**src/rtl/bus_cycle_seq_if.sv**
```systemverilog
// Pin-side bundle for bus_cycle_seq: cycle descriptor from the decoder, bus handshakes, and
// the status/strobe/enable outputs toward the pin ring.
interface bus_cycle_seq_if #(
    parameter int unsigned MAXCYC = 4,
    parameter int unsigned CNTW   = 3
);
    logic              cyc_load;
    logic              cyc_go6;
    logic [CNTW-1:0]   cyc_n;
    logic [MAXCYC-1:0] cyc_wr;
    logic [MAXCYC-1:0] cyc_dat;
    logic              cyc_io;
    logic              cyc_bid;
    logic              cyc_halt;
    logic              ready;
    logic              hold;
    logic              intr;

    logic              ale;
    logic              s0;
    logic              s1;
    logic              io_m_;
    logic              rd_;
    logic              wr_;
    logic              inta_;
    logic              ctl_oe;
    logic              hlda;
    logic              addr_oe_h;
    logic              addr_oe_l;
    logic              data_oe;
    logic              ir_wr;
    logic              tmp_wr;
    logic              pc_inc;
    logic              use_dat;
    logic              wait_err;
    logic [9:0]        tstate;

    modport master (
        output cyc_load, cyc_go6, cyc_n, cyc_wr, cyc_dat, cyc_io, cyc_bid, cyc_halt,
        output ready, hold, intr,
        input  ale, s0, s1, io_m_, rd_, wr_, inta_, ctl_oe, hlda, addr_oe_h, addr_oe_l,
        input  data_oe, ir_wr, tmp_wr, pc_inc, use_dat, wait_err, tstate
    );

    modport slave (
        input  cyc_load, cyc_go6, cyc_n, cyc_wr, cyc_dat, cyc_io, cyc_bid, cyc_halt,
        input  ready, hold, intr,
        output ale, s0, s1, io_m_, rd_, wr_, inta_, ctl_oe, hlda, addr_oe_h, addr_oe_l,
        output data_oe, ir_wr, tmp_wr, pc_inc, use_dat, wait_err, tstate
    );
endinterface

```
**src/rtl/bus_cycle_seq.sv**
```systemverilog
// 8085-class machine-cycle sequencer: one-hot T-state FSM, follow-on cycle queue, HOLD/HLDA,
// INA and halt exit. Define BUS_WAIT_TIMEOUT_EN to bound consecutive TW states by WAITMAX.
module bus_cycle_seq #(
    parameter int unsigned MAXCYC  = 4,
    parameter int unsigned CNTW    = 3,
    parameter int unsigned WAITMAX = 15
) (
    input logic            clk_,
    input logic            rst_,
    bus_cycle_seq_if.slave bus
);
    typedef enum logic [9:0] {
        StTr = 10'b00_0000_0001,
        StT1 = 10'b00_0000_0010,
        StT2 = 10'b00_0000_0100,
        StT3 = 10'b00_0000_1000,
        StT4 = 10'b00_0001_0000,
        StT5 = 10'b00_0010_0000,
        StT6 = 10'b00_0100_0000,
        StTh = 10'b00_1000_0000,
        StTw = 10'b01_0000_0000,
        StTt = 10'b10_0000_0000
    } state_e;

    typedef enum logic [2:0] {CyOf, CyIna, CyBih, CyBid, CyMr, CyMw, CyDr, CyDw} cyc_e;

    state_e            r_state, w_state_d;
    cyc_e              r_cyc, w_cyc_d;
    logic [CNTW-1:0]   r_rem, w_rem_d;
    logic [MAXCYC-1:0] r_wr_q, w_wr_d;
    logic [MAXCYC-1:0] r_dat_q, w_dat_d;
    logic              r_io_q, w_io_d;
    logic              r_bid_q, w_bid_d;
    logic              r_halt_q, w_halt_d;
    logic              r_int_pend, w_int_d;
    logic              w_bnd, w_tt_int, w_int_cur, w_load, w_fo_t3;
    logic              w_wait_hit, w_follow, w_no_wait;

    assign w_follow  = r_cyc inside {CyBid, CyMr, CyMw, CyDr, CyDw};
    assign w_no_wait = r_cyc inside {CyBid, CyBih};

`ifdef BUS_WAIT_TIMEOUT_EN
    logic [7:0] r_wait_cnt;

    // Hit on the WAITMAX-th consecutive TW; that TW is the last one.
    assign w_wait_hit   = (r_state == StTw) && (r_wait_cnt == 8'(WAITMAX - 1));
    assign bus.wait_err = w_wait_hit;

    always_ff @(posedge clk_ or posedge rst_) begin
        if (rst_) begin
            r_wait_cnt <= '0;
        end else if (r_state == StTw && w_state_d == StTw) begin
            r_wait_cnt <= r_wait_cnt + 8'd1;
        end else begin
            r_wait_cnt <= '0;
        end
    end
`else
    logic w_unused_waitmax;

    assign w_wait_hit       = 1'b0;
    assign bus.wait_err     = 1'b0;
    assign w_unused_waitmax = (WAITMAX != 0);
`endif

    always_comb begin
        w_state_d = r_state;
        w_bnd     = 1'b0;
        w_tt_int  = 1'b0;
        unique case (r_state)
            StTr: w_state_d = StT1;
            StT1: w_state_d = (r_cyc == CyBih) ? StTt : StT2;
            StT2, StTw: begin
                w_state_d = (bus.ready || w_no_wait || w_wait_hit) ? StT3 : StTw;
            end
            StT3: begin
                if (r_cyc inside {CyOf, CyIna}) w_state_d = StT4;
                else w_bnd = 1'b1;
            end
            StT4: begin
                if (bus.cyc_go6) w_state_d = StT5;
                else w_bnd = 1'b1;
            end
            StT5: w_state_d = StT6;
            StT6: w_bnd = 1'b1;
            StTh: begin
                if (!bus.hold) w_state_d = r_halt_q ? StTt : StT1;
            end
            StTt: begin
                if (bus.hold) begin
                    w_state_d = StTh;
                end else if (bus.intr) begin
                    w_state_d = StT1;
                    w_tt_int  = 1'b1;
                end
            end
            default: w_state_d = StTr;
        endcase
        // HOLD is only honoured between machine cycles.
        if (w_bnd) w_state_d = bus.hold ? StTh : StT1;
    end

    always_comb begin
        w_rem_d  = r_rem;
        w_wr_d   = r_wr_q;
        w_dat_d  = r_dat_q;
        w_io_d   = r_io_q;
        w_bid_d  = r_bid_q;
        w_halt_d = r_halt_q;
        w_fo_t3  = (r_state == StT3) && w_follow;
        w_load   = bus.cyc_load && ((w_state_d == StT4 && !bus.cyc_go6) || w_state_d == StT6);
        if (w_fo_t3) begin
            w_rem_d = r_rem - CNTW'(1);
            w_wr_d  = r_wr_q >> 1;
            w_dat_d = r_dat_q >> 1;
        end
        if (w_load) begin
            w_rem_d  = bus.cyc_n;
            w_wr_d   = bus.cyc_wr;
            w_dat_d  = bus.cyc_dat;
            w_io_d   = bus.cyc_io;
            w_bid_d  = bus.cyc_bid;
            w_halt_d = bus.cyc_halt;
        end
        if (w_tt_int) w_halt_d = 1'b0;

        w_int_cur = r_int_pend || w_tt_int || (w_bnd && w_rem_d == '0 && bus.intr);

        // Classify the next cycle from post-edge queue state so T1 sees it directly.
        w_cyc_d = CyOf;
        if (w_rem_d == '0) begin
            if (w_int_cur) w_cyc_d = CyIna;
            else if (w_halt_d) w_cyc_d = CyBih;
            else w_cyc_d = CyOf;
        end else if (w_bid_d) begin
            w_cyc_d = CyBid;
        end else begin
            unique case ({w_io_d, w_wr_d[0]})
                2'b00: w_cyc_d = CyMr;
                2'b01: w_cyc_d = CyMw;
                2'b10: w_cyc_d = CyDr;
                2'b11: w_cyc_d = CyDw;
            endcase
        end

        w_int_d = w_int_cur;
        if (w_state_d == StT1 && w_cyc_d == CyIna) w_int_d = 1'b0;
    end

    always_ff @(posedge clk_ or posedge rst_) begin
        if (rst_) begin
            r_state    <= StTr;
            r_cyc      <= CyOf;
            r_rem      <= '0;
            r_wr_q     <= '0;
            r_dat_q    <= '0;
            r_io_q     <= 1'b0;
            r_bid_q    <= 1'b0;
            r_halt_q   <= 1'b0;
            r_int_pend <= 1'b0;
        end else begin
            r_state    <= w_state_d;
            r_rem      <= w_rem_d;
            r_wr_q     <= w_wr_d;
            r_dat_q    <= w_dat_d;
            r_io_q     <= w_io_d;
            r_bid_q    <= w_bid_d;
            r_halt_q   <= w_halt_d;
            r_int_pend <= w_int_d;
            if (w_state_d == StT1) r_cyc <= w_cyc_d;
        end
    end

    assign bus.tstate = r_state;

    always_comb begin
        bus.ale       = 1'b0;
        bus.s0        = 1'b0;
        bus.s1        = 1'b0;
        bus.io_m_     = 1'b0;
        bus.rd_       = 1'b1;
        bus.wr_       = 1'b1;
        bus.inta_     = 1'b1;
        bus.ctl_oe    = 1'b0;
        bus.hlda      = 1'b0;
        bus.addr_oe_h = 1'b0;
        bus.addr_oe_l = 1'b0;
        bus.data_oe   = 1'b0;
        bus.ir_wr     = 1'b0;
        bus.tmp_wr    = 1'b0;
        bus.pc_inc    = 1'b0;
        bus.use_dat   = 1'b0;
        unique case (r_state)
            StT1, StT2, StTw, StT3: begin
                bus.ctl_oe    = 1'b1;
                bus.addr_oe_h = 1'b1;
                unique case (r_cyc)
                    CyOf:  {bus.io_m_, bus.s1, bus.s0} = 3'b011;
                    CyIna: {bus.io_m_, bus.s1, bus.s0} = 3'b111;
                    CyBih: {bus.io_m_, bus.s1, bus.s0} = 3'b000;
                    CyBid: {bus.io_m_, bus.s1, bus.s0} = 3'b010;
                    CyMr:  {bus.io_m_, bus.s1, bus.s0} = 3'b010;
                    CyMw:  {bus.io_m_, bus.s1, bus.s0} = 3'b001;
                    CyDr:  {bus.io_m_, bus.s1, bus.s0} = 3'b110;
                    CyDw:  {bus.io_m_, bus.s1, bus.s0} = 3'b101;
                endcase
                bus.use_dat = w_follow && r_dat_q[0];
                if (r_state == StT1) begin
                    bus.addr_oe_l = 1'b1;
                    bus.ale       = !w_no_wait;
                end else begin
                    bus.rd_     = !(r_cyc inside {CyOf, CyMr, CyDr});
                    bus.wr_     = !(r_cyc inside {CyMw, CyDw});
                    bus.inta_   = !(r_cyc == CyIna);
                    bus.data_oe = r_cyc inside {CyMw, CyDw};
                end
                if (r_state == StT2) begin
                    bus.pc_inc = (r_cyc == CyOf) || ((r_cyc inside {CyMr, CyMw}) && !r_dat_q[0]);
                end
                if (r_state == StT3) begin
                    bus.ir_wr  = r_cyc inside {CyOf, CyIna};
                    bus.tmp_wr = w_follow;
                end
            end
            StT4, StT5, StT6: begin
                bus.ctl_oe    = 1'b1;
                bus.addr_oe_h = 1'b1;
                bus.s1        = 1'b1;
                bus.s0        = 1'b1;
            end
            StTh:    bus.hlda = 1'b1;
            default: ;
        endcase
    end
endmodule

```
**src/flat_wrapper.sv**
```systemverilog
// flat-port wrapper written by rule: the top's interface ports become plain ports
module bus_cycle_seq_flat 
#(
    parameter int unsigned MAXCYC  = 4,
    parameter int unsigned CNTW    = 3,
    parameter int unsigned WAITMAX = 15
)
  (clk_, rst_, bus_cyc_load, bus_cyc_go6, bus_cyc_n, bus_cyc_wr, bus_cyc_dat, bus_cyc_io, bus_cyc_bid, bus_cyc_halt, bus_ready, bus_hold, bus_intr, bus_ale, bus_s0, bus_s1, bus_io_m_, bus_rd_, bus_wr_, bus_inta_, bus_ctl_oe, bus_hlda, bus_addr_oe_h, bus_addr_oe_l, bus_data_oe, bus_ir_wr, bus_tmp_wr, bus_pc_inc, bus_use_dat, bus_wait_err, bus_tstate);
  bus_cycle_seq_if #(.MAXCYC(MAXCYC), .CNTW(CNTW)) bus_i ();
  input logic clk_;
  input logic rst_;
  input wire logic [$bits(bus_i.cyc_load)-1:0] bus_cyc_load;
  input wire logic [$bits(bus_i.cyc_go6)-1:0] bus_cyc_go6;
  input wire logic [$bits(bus_i.cyc_n)-1:0] bus_cyc_n;
  input wire logic [$bits(bus_i.cyc_wr)-1:0] bus_cyc_wr;
  input wire logic [$bits(bus_i.cyc_dat)-1:0] bus_cyc_dat;
  input wire logic [$bits(bus_i.cyc_io)-1:0] bus_cyc_io;
  input wire logic [$bits(bus_i.cyc_bid)-1:0] bus_cyc_bid;
  input wire logic [$bits(bus_i.cyc_halt)-1:0] bus_cyc_halt;
  input wire logic [$bits(bus_i.ready)-1:0] bus_ready;
  input wire logic [$bits(bus_i.hold)-1:0] bus_hold;
  input wire logic [$bits(bus_i.intr)-1:0] bus_intr;
  output wire logic [$bits(bus_i.ale)-1:0] bus_ale;
  output wire logic [$bits(bus_i.s0)-1:0] bus_s0;
  output wire logic [$bits(bus_i.s1)-1:0] bus_s1;
  output wire logic [$bits(bus_i.io_m_)-1:0] bus_io_m_;
  output wire logic [$bits(bus_i.rd_)-1:0] bus_rd_;
  output wire logic [$bits(bus_i.wr_)-1:0] bus_wr_;
  output wire logic [$bits(bus_i.inta_)-1:0] bus_inta_;
  output wire logic [$bits(bus_i.ctl_oe)-1:0] bus_ctl_oe;
  output wire logic [$bits(bus_i.hlda)-1:0] bus_hlda;
  output wire logic [$bits(bus_i.addr_oe_h)-1:0] bus_addr_oe_h;
  output wire logic [$bits(bus_i.addr_oe_l)-1:0] bus_addr_oe_l;
  output wire logic [$bits(bus_i.data_oe)-1:0] bus_data_oe;
  output wire logic [$bits(bus_i.ir_wr)-1:0] bus_ir_wr;
  output wire logic [$bits(bus_i.tmp_wr)-1:0] bus_tmp_wr;
  output wire logic [$bits(bus_i.pc_inc)-1:0] bus_pc_inc;
  output wire logic [$bits(bus_i.use_dat)-1:0] bus_use_dat;
  output wire logic [$bits(bus_i.wait_err)-1:0] bus_wait_err;
  output wire logic [$bits(bus_i.tstate)-1:0] bus_tstate;
  assign bus_i.cyc_load = bus_cyc_load;
  assign bus_i.cyc_go6 = bus_cyc_go6;
  assign bus_i.cyc_n = bus_cyc_n;
  assign bus_i.cyc_wr = bus_cyc_wr;
  assign bus_i.cyc_dat = bus_cyc_dat;
  assign bus_i.cyc_io = bus_cyc_io;
  assign bus_i.cyc_bid = bus_cyc_bid;
  assign bus_i.cyc_halt = bus_cyc_halt;
  assign bus_i.ready = bus_ready;
  assign bus_i.hold = bus_hold;
  assign bus_i.intr = bus_intr;
  assign bus_ale = bus_i.ale;
  assign bus_s0 = bus_i.s0;
  assign bus_s1 = bus_i.s1;
  assign bus_io_m_ = bus_i.io_m_;
  assign bus_rd_ = bus_i.rd_;
  assign bus_wr_ = bus_i.wr_;
  assign bus_inta_ = bus_i.inta_;
  assign bus_ctl_oe = bus_i.ctl_oe;
  assign bus_hlda = bus_i.hlda;
  assign bus_addr_oe_h = bus_i.addr_oe_h;
  assign bus_addr_oe_l = bus_i.addr_oe_l;
  assign bus_data_oe = bus_i.data_oe;
  assign bus_ir_wr = bus_i.ir_wr;
  assign bus_tmp_wr = bus_i.tmp_wr;
  assign bus_pc_inc = bus_i.pc_inc;
  assign bus_use_dat = bus_i.use_dat;
  assign bus_wait_err = bus_i.wait_err;
  assign bus_tstate = bus_i.tstate;
  bus_cycle_seq #(.MAXCYC(MAXCYC), .CNTW(CNTW), .WAITMAX(WAITMAX)) u_core (.clk_(clk_), .rst_(rst_), .bus(bus_i));
endmodule
```
**config.mk**
```make
export PLATFORM = sky130hd
export DESIGN_NAME = bus_cycle_seq_flat
export DESIGN_NICKNAME = d
export VERILOG_FILES = /design/src/rtl/bus_cycle_seq_if.sv /design/src/rtl/bus_cycle_seq.sv /design/src/flat_wrapper.sv
export SDC_FILE = /design/constraint.sdc
export NUM_CORES = 1
export LEC_CHECK = 0
export BUFFER_PORTS_ARGS = -buffer_cell sky130_fd_sc_hd__clkbuf_2
export CAP_MARGIN = 0
export CORE_MARGIN = 3
export CORE_UTILIZATION = 40
export DETAILED_ROUTE_END_ITERATION = 12
export HOLD_SLACK_MARGIN = 0.15
export PLACE_DENSITY_LB_ADDON = 0.25
export SLEW_MARGIN = 20
export SYNTH_ARGS = -nofsm -noshare
export SYNTH_HDL_FRONTEND = slang
export SYNTH_SLANG_ARGS = --single-unit
```
**constraint.sdc**
```tcl
create_clock -name clk_ -period 3.7 [get_ports clk_]
set_clock_uncertainty 0.1 [all_clocks]
set_input_delay 0.37 -clock clk_ [delete_from_list [all_inputs] [get_ports clk_]]
set_output_delay 0.37 -clock clk_ [all_outputs]
set_load 0.01 [all_outputs]
```
-- Word level (Yosys, flattened, before mapping)
Memories as Yosys holds them, arrays and structs flattened.
Index checks and enable logic that the tools add are counted.
- equality and inequality tests: 24
- reductions and logical operators: 33
- $add $sub $neg: 1
- mux-type cells: 57
- operators with widths (kind ; number):
    10-bit one-hot mux with 9 select lines ; 1
    10-bit 2-to-1 mux ; 8
    1-bit 2-to-1 mux ; 32
    10-bit by 2-bit equality test with 1-bit output, second input constant ; 2
    10-bit by 5-bit equality test with 1-bit output, second input constant ; 2
    10-bit by 7-bit equality test with 1-bit output, second input constant ; 2
    4-bit 2-to-1 mux ; 4
    3-bit 2-to-1 mux ; 5
    3-bit equality test, second input constant ; 4
    3-bit one-hot mux with 4 select lines ; 1
    10-bit by 1-bit equality test with 1-bit output, second input constant ; 1
    10-bit equality test, second input constant ; 1
    10-bit by 3-bit equality test with 1-bit output, second input constant ; 1
    10-bit by 4-bit equality test with 1-bit output, second input constant ; 1
    10-bit by 6-bit equality test with 1-bit output, second input constant ; 1
    10-bit by 8-bit equality test with 1-bit output, second input constant ; 1
    10-bit by 9-bit equality test with 1-bit output, second input constant ; 1
    2-bit nonzero test ; 5
    9-bit 2-to-1 mux ; 1
    1-bit logical AND ; 8
    8-bit 2-to-1 mux ; 1
    7-bit OR reduction ; 1
    3-bit by 1-bit equality test with 1-bit output, second input constant ; 2
    3-bit by 2-bit equality test with 1-bit output, second input constant ; 2
    15 further kinds ; 27
- memories: 1
- register bits after elaboration: 28
- ROM bits: 24
- word-level logic and storage cells: 126
- output and inout port bits: 27
- memories (name ; depth ; bits a word ; rd ports ; clocked after Yosys merged registers in ; wr ports ; line ; text):
    (name not given) ; 8 ; 3 ; 1 ; 0 ; 0 ; bus_cycle_seq.sv:197 ; unique case (r_cyc)

-- Logic depth before layout (Yosys ltp)
- depth after elaboration: 20
- gate-level depth with buffers: 10
- gate-level depth less buffers: 8

-- Worst setup path before layout
No wires, ideal clock.
- kind: reg-to-reg
- start: register u_core.r_state[5] (netlist: u_core.bus.tstate[5])
- end: register u_core.r_cyc[1]
- stages on the path, launching flop included: 9
- period minus slack after synthesis: 2.628 ns
- data arrival time: 2.454 ns
- path slack: 1.072 ns
- cell sequence: dfrtp_1 -> buf_6 -> nor4_4 -> nand2_4 -> or4_4 -> o211a_4 -> mux2_4 -> o31a_1 -> o21ai_2
- longest elaborated chain between the ends: 15
- elaborated cells on any way between the ends: 49
- classes of those cells: 16 x eq/ne; 22 x mux; 11 x reduce/logical
- ends and longest elaborated chain (what ; line ; text):
    start: declaration ; bus_cycle_seq.sv:27 ; state_e r_state, w_state_d;
    start signal: assignment ; bus_cycle_seq.sv:152 ; r_state <= StTr;
    start signal: assignment ; bus_cycle_seq.sv:162 ; r_state <= w_state_d;
    parallel branches: the longest is 15 deep, another holds 10-bit by 9-bit equality test with 1-bit output ; n/a ;
    end signal: assignment ; bus_cycle_seq.sv:153 ; r_cyc <= CyOf;
    end signal: assignment ; bus_cycle_seq.sv:170 ; if (w_state_d == StT1) r_cyc <= w_cyc_d;
    end: declaration ; bus_cycle_seq.sv:28 ; cyc_e r_cyc, w_cyc_d;
Parallel ways; which one is timed is not known. The select of a mux whose other input is x is not followed.
A chain may end at the register's enable or synchronous reset.

-- Final worst setup path
- start: register u_core.r_state[4] (netlist: u_core.bus.tstate[4])
- end: register u_core.r_cyc[1]
Same word-level chain as after synthesis.

==> flow_summary_export.csv <==
group,metric,value,unit
yosys,synth_cell_type_count,50,
yosys,ys_warn_count,0,
die,fp.dieW,73.1,um
placed_design,placed_area,2040,um^2
layout,finish.net_count,276,
die,initial_core_util,43.1,%
yosys,avgSynthCellArea,8.45,um^2
sta,hold_viol,0,
clock_tree,cts-root-buf,"clkbuf_8",
layout,utilization,50.8,%
power_and_ir_drop,seqPwrFrac,37.4,%
placed_design,dp_slack,0.852,ns
run,max-cap-violations,0,
die,ios,48,
power_and_ir_drop,power_frac_clock,18.6,%
drt,drc,0,
yosys,syn-cell-area,1800,um^2
yosys,synthCells,213,
sta,setup_tns,0,ns
clock_tree,cts_num_sinks,28,
layout,final_cell_mix,"46 x clkbuf_2, 32 x nand2_1, 27 x dfrtp_1",
sta,maxSlewHeadroom,48.4,%
die,dieArea,5340,um^2
sta,fin_crit_sh,76.9,%
yosys,ys.flop_type,"dfrtp_1",
layout,fin_area,2120,um^2
global_route,gr-total-overflow,0,
setup_path,cp_slowest_cell,"nor4_4",
power_and_ir_drop,power.leakage,0.993,nW
layout,drive_gt1_share,26.9,%
layout,syn2layout_area_growth,17.8,%
placed_design,dp_cells,298,
clock_tree,insertion_delay,0.28,ns
clock_tree,path_clk_slew,0.10,ns
drt,vias_per_cell,5.38,
power_and_ir_drop,p_comb_share,44.0,%
drt,routed_wl,4.45,mm
setup_path,cp-end-kind,"register",
setup_path,path_cells,"nor4_4 > nand2_4 > or4_4 > o211a_4 > mux2_4 > o31a_1 > o21ai_2",
yosys,ys_ff_latch,28,
sta,max_freq,351,MHz
setup_path,worstPathMaxFanout,22,
power_and_ir_drop,p_per_area,636,nW/um^2
power_and_ir_drop,p_int,786,uW
clock_tree,cts-buffers-inserted,3,
power_and_ir_drop,p_switching,563,uW
setup_path,required,3.82,ns
global_route,antenna_found_initial,0,
global_route,grt_pass1_wl,7.58,mm
drt,post_drt_wl_per_cell,14.7,um
clock_tree,cts_resized,0,
sta,slew_viol_final,0,
layout,antenna_cells,0,
yosys,syn-num-nets,235,
yosys,synth_edf_count,0,
die,num_rows,23,
sta,holdWs,0.168,ns
global_route,grt_pass1_vias,1580,
clock_tree,cts_setup_buffers,0,
power_and_ir_drop,swShare,41.7,%
clock_tree,htree_levels,1,
die,core-area,4170,um^2
drt,drtAntennaViolNets,0,
setup_path,start_kind,"register",
power_and_ir_drop,ir_drop,361,uV
layout,fillCellCount,404,
drt,first_iter_violations,196,
global_route,grtUsageTotal,18.1,%
placed_design,dp_hpwl,3.40,mm
setup_path,path_class,"reg -> reg",
sta,fin_crit,2.85,ns
placed_design,io_buffers,46,
drt,routed-via-count,1631,
yosys,async_flop_share,100,%
outcome,outcome,"finished clean",
setup_path,max_stage_delay,0.55,ns
sta,setup_violations,0,
yosys,ys_seq_area_share,39.0,%
setup_path,cp_data_arrival_time,2.97,ns
clock_tree,cts_tree,"built",
sta,rsz0062_at_grt,"false",
placed_design,finalWeightedCongestion,0.805,
sta,setup_ws,0.853,ns
clock_tree,postCtsHoldBufs,1,
power_and_ir_drop,p_total,1.35,mW
layout,finalNonFillerCells,303,
hold_path,hp-class,"in -> reg",
sta,tightest_slew,0.764,ns
layout,final_common_cell,"clkbuf_2",
global_route,grt_max_degree,29,
die,die_height,73.1,um
drt,firstDrtPassIters,4,
clock_tree,cts_buffer_depth,2,
==> Yosys cell counts, types with 5 or more instances <==
cell | instances | area share [%]
nor2_1 | 22 | 4.6
dfrtp_1 | 27 | 38
a21oi_1 | 11 | 3.1
nand3_1 | 6 | 1.7
clkbuf_1 | 6 | 1.3
a22oi_1 | 5 | 2.1
nand2_1 | 32 | 6.7
o21ai_0 | 14 | 3.9
nor3_1 | 10 | 2.8
nor3b_1 | 5 | 2.1
inv_1 | 8 | 1.7
==> critical path, delay by kind of cell, from the launching register on <==
kind | cells | cell delay [ns]
compound gates | 3 | 0.60
flops | 1 | 0.50
mux | 1 | 0.36
simple gates | 3 | 1.22
==> layer usage <==
metal	GRT usage [%]	vias up	wire, um	part of all wire (%)
li1	-	829	-	-
met5	0	-	0	0
met4	6.35	0	57	1.3
met1	25.5	743	2120	48
met3	2.07	6	256	5.8
met2	28.8	53	2010	45
==> sequential cells by signal, summed over array words and instances, names as in the netlist <==
register,flops
u_core.r_dat_q,4
u_core.r_rem,3
u_core.r_int_pend,1
u_core.r_io_q,1
u_core.r_halt_q,1
u_core.r_bid_q,1
u_core.r_cyc,3
u_core.bus.tstate,10
u_core.r_wr_q,4
==> cell families (layout without fill, tap and decap cells) <==
group           Yosys count  after routing  synth area share [%]
mux                       7              7                  4.45
xor+xnor                  7              7                  3.41
fa+ha+maj                 1              1                 0.695
other cells               1              1                 0.208
flops                    28             28                  39.0
simple gates            103            103                  30.7
compound gates           45             45                  16.1
buf+inv                  21             61                  5.49
==> path summary, 6_finish.rpt <==
check,from,slack [ns],endpoint,cells past startpoint
max,u_core.bus.tstate[4],0.85,u_core.r_cyc[1],7
min,bus_ready,0.17,u_core.bus.tstate[8],2
max reg2reg,u_core.bus.tstate[4],0.85,u_core.r_cyc[1],7
min reg2reg,u_core.r_dat_q[1],0.38,u_core.r_dat_q[1],2
max in group asynchronous,rst_,2.61,u_core.bus.tstate[0],4
min in group asynchronous,rst_,0.57,u_core.r_rem[2],4
==> area by class of cell <==
| type | instances | area, um^2 | area share, % |
|---|---|---|---|
| inverters | 8 | 30.0 | 1.42 |
| clock inverters | 1 | 30.0 | 1.42 |
| clock buffers | 3 | 41.3 | 1.95 |
| repair buffers | 49 | 255 | 12.0 |
| well taps | 50 | 62.6 | 2.95 |
| flip-flops and latches | 28 | 702 | 33.1 |
| multi-input cells | 164 | 1000 | 47.1 |
==> power by group through the flow <==
| stage | clock [mW] | sequential, mW | combinational, mW |
|---|---|---|---|
| global placement | 0 | 0.507 | 0.589 |
| global route | 0.263 | 0.524 | 0.673 |
| finish | 0.250 | 0.505 | 0.594 |
| floorplan | 0 | 0.460 | 0.462 |
| CTS | 0.254 | 0.503 | 0.597 |
| detailed placement | 0 | 0.507 | 0.594 |
No activity file was read; power rests on OpenSTA's default activity.
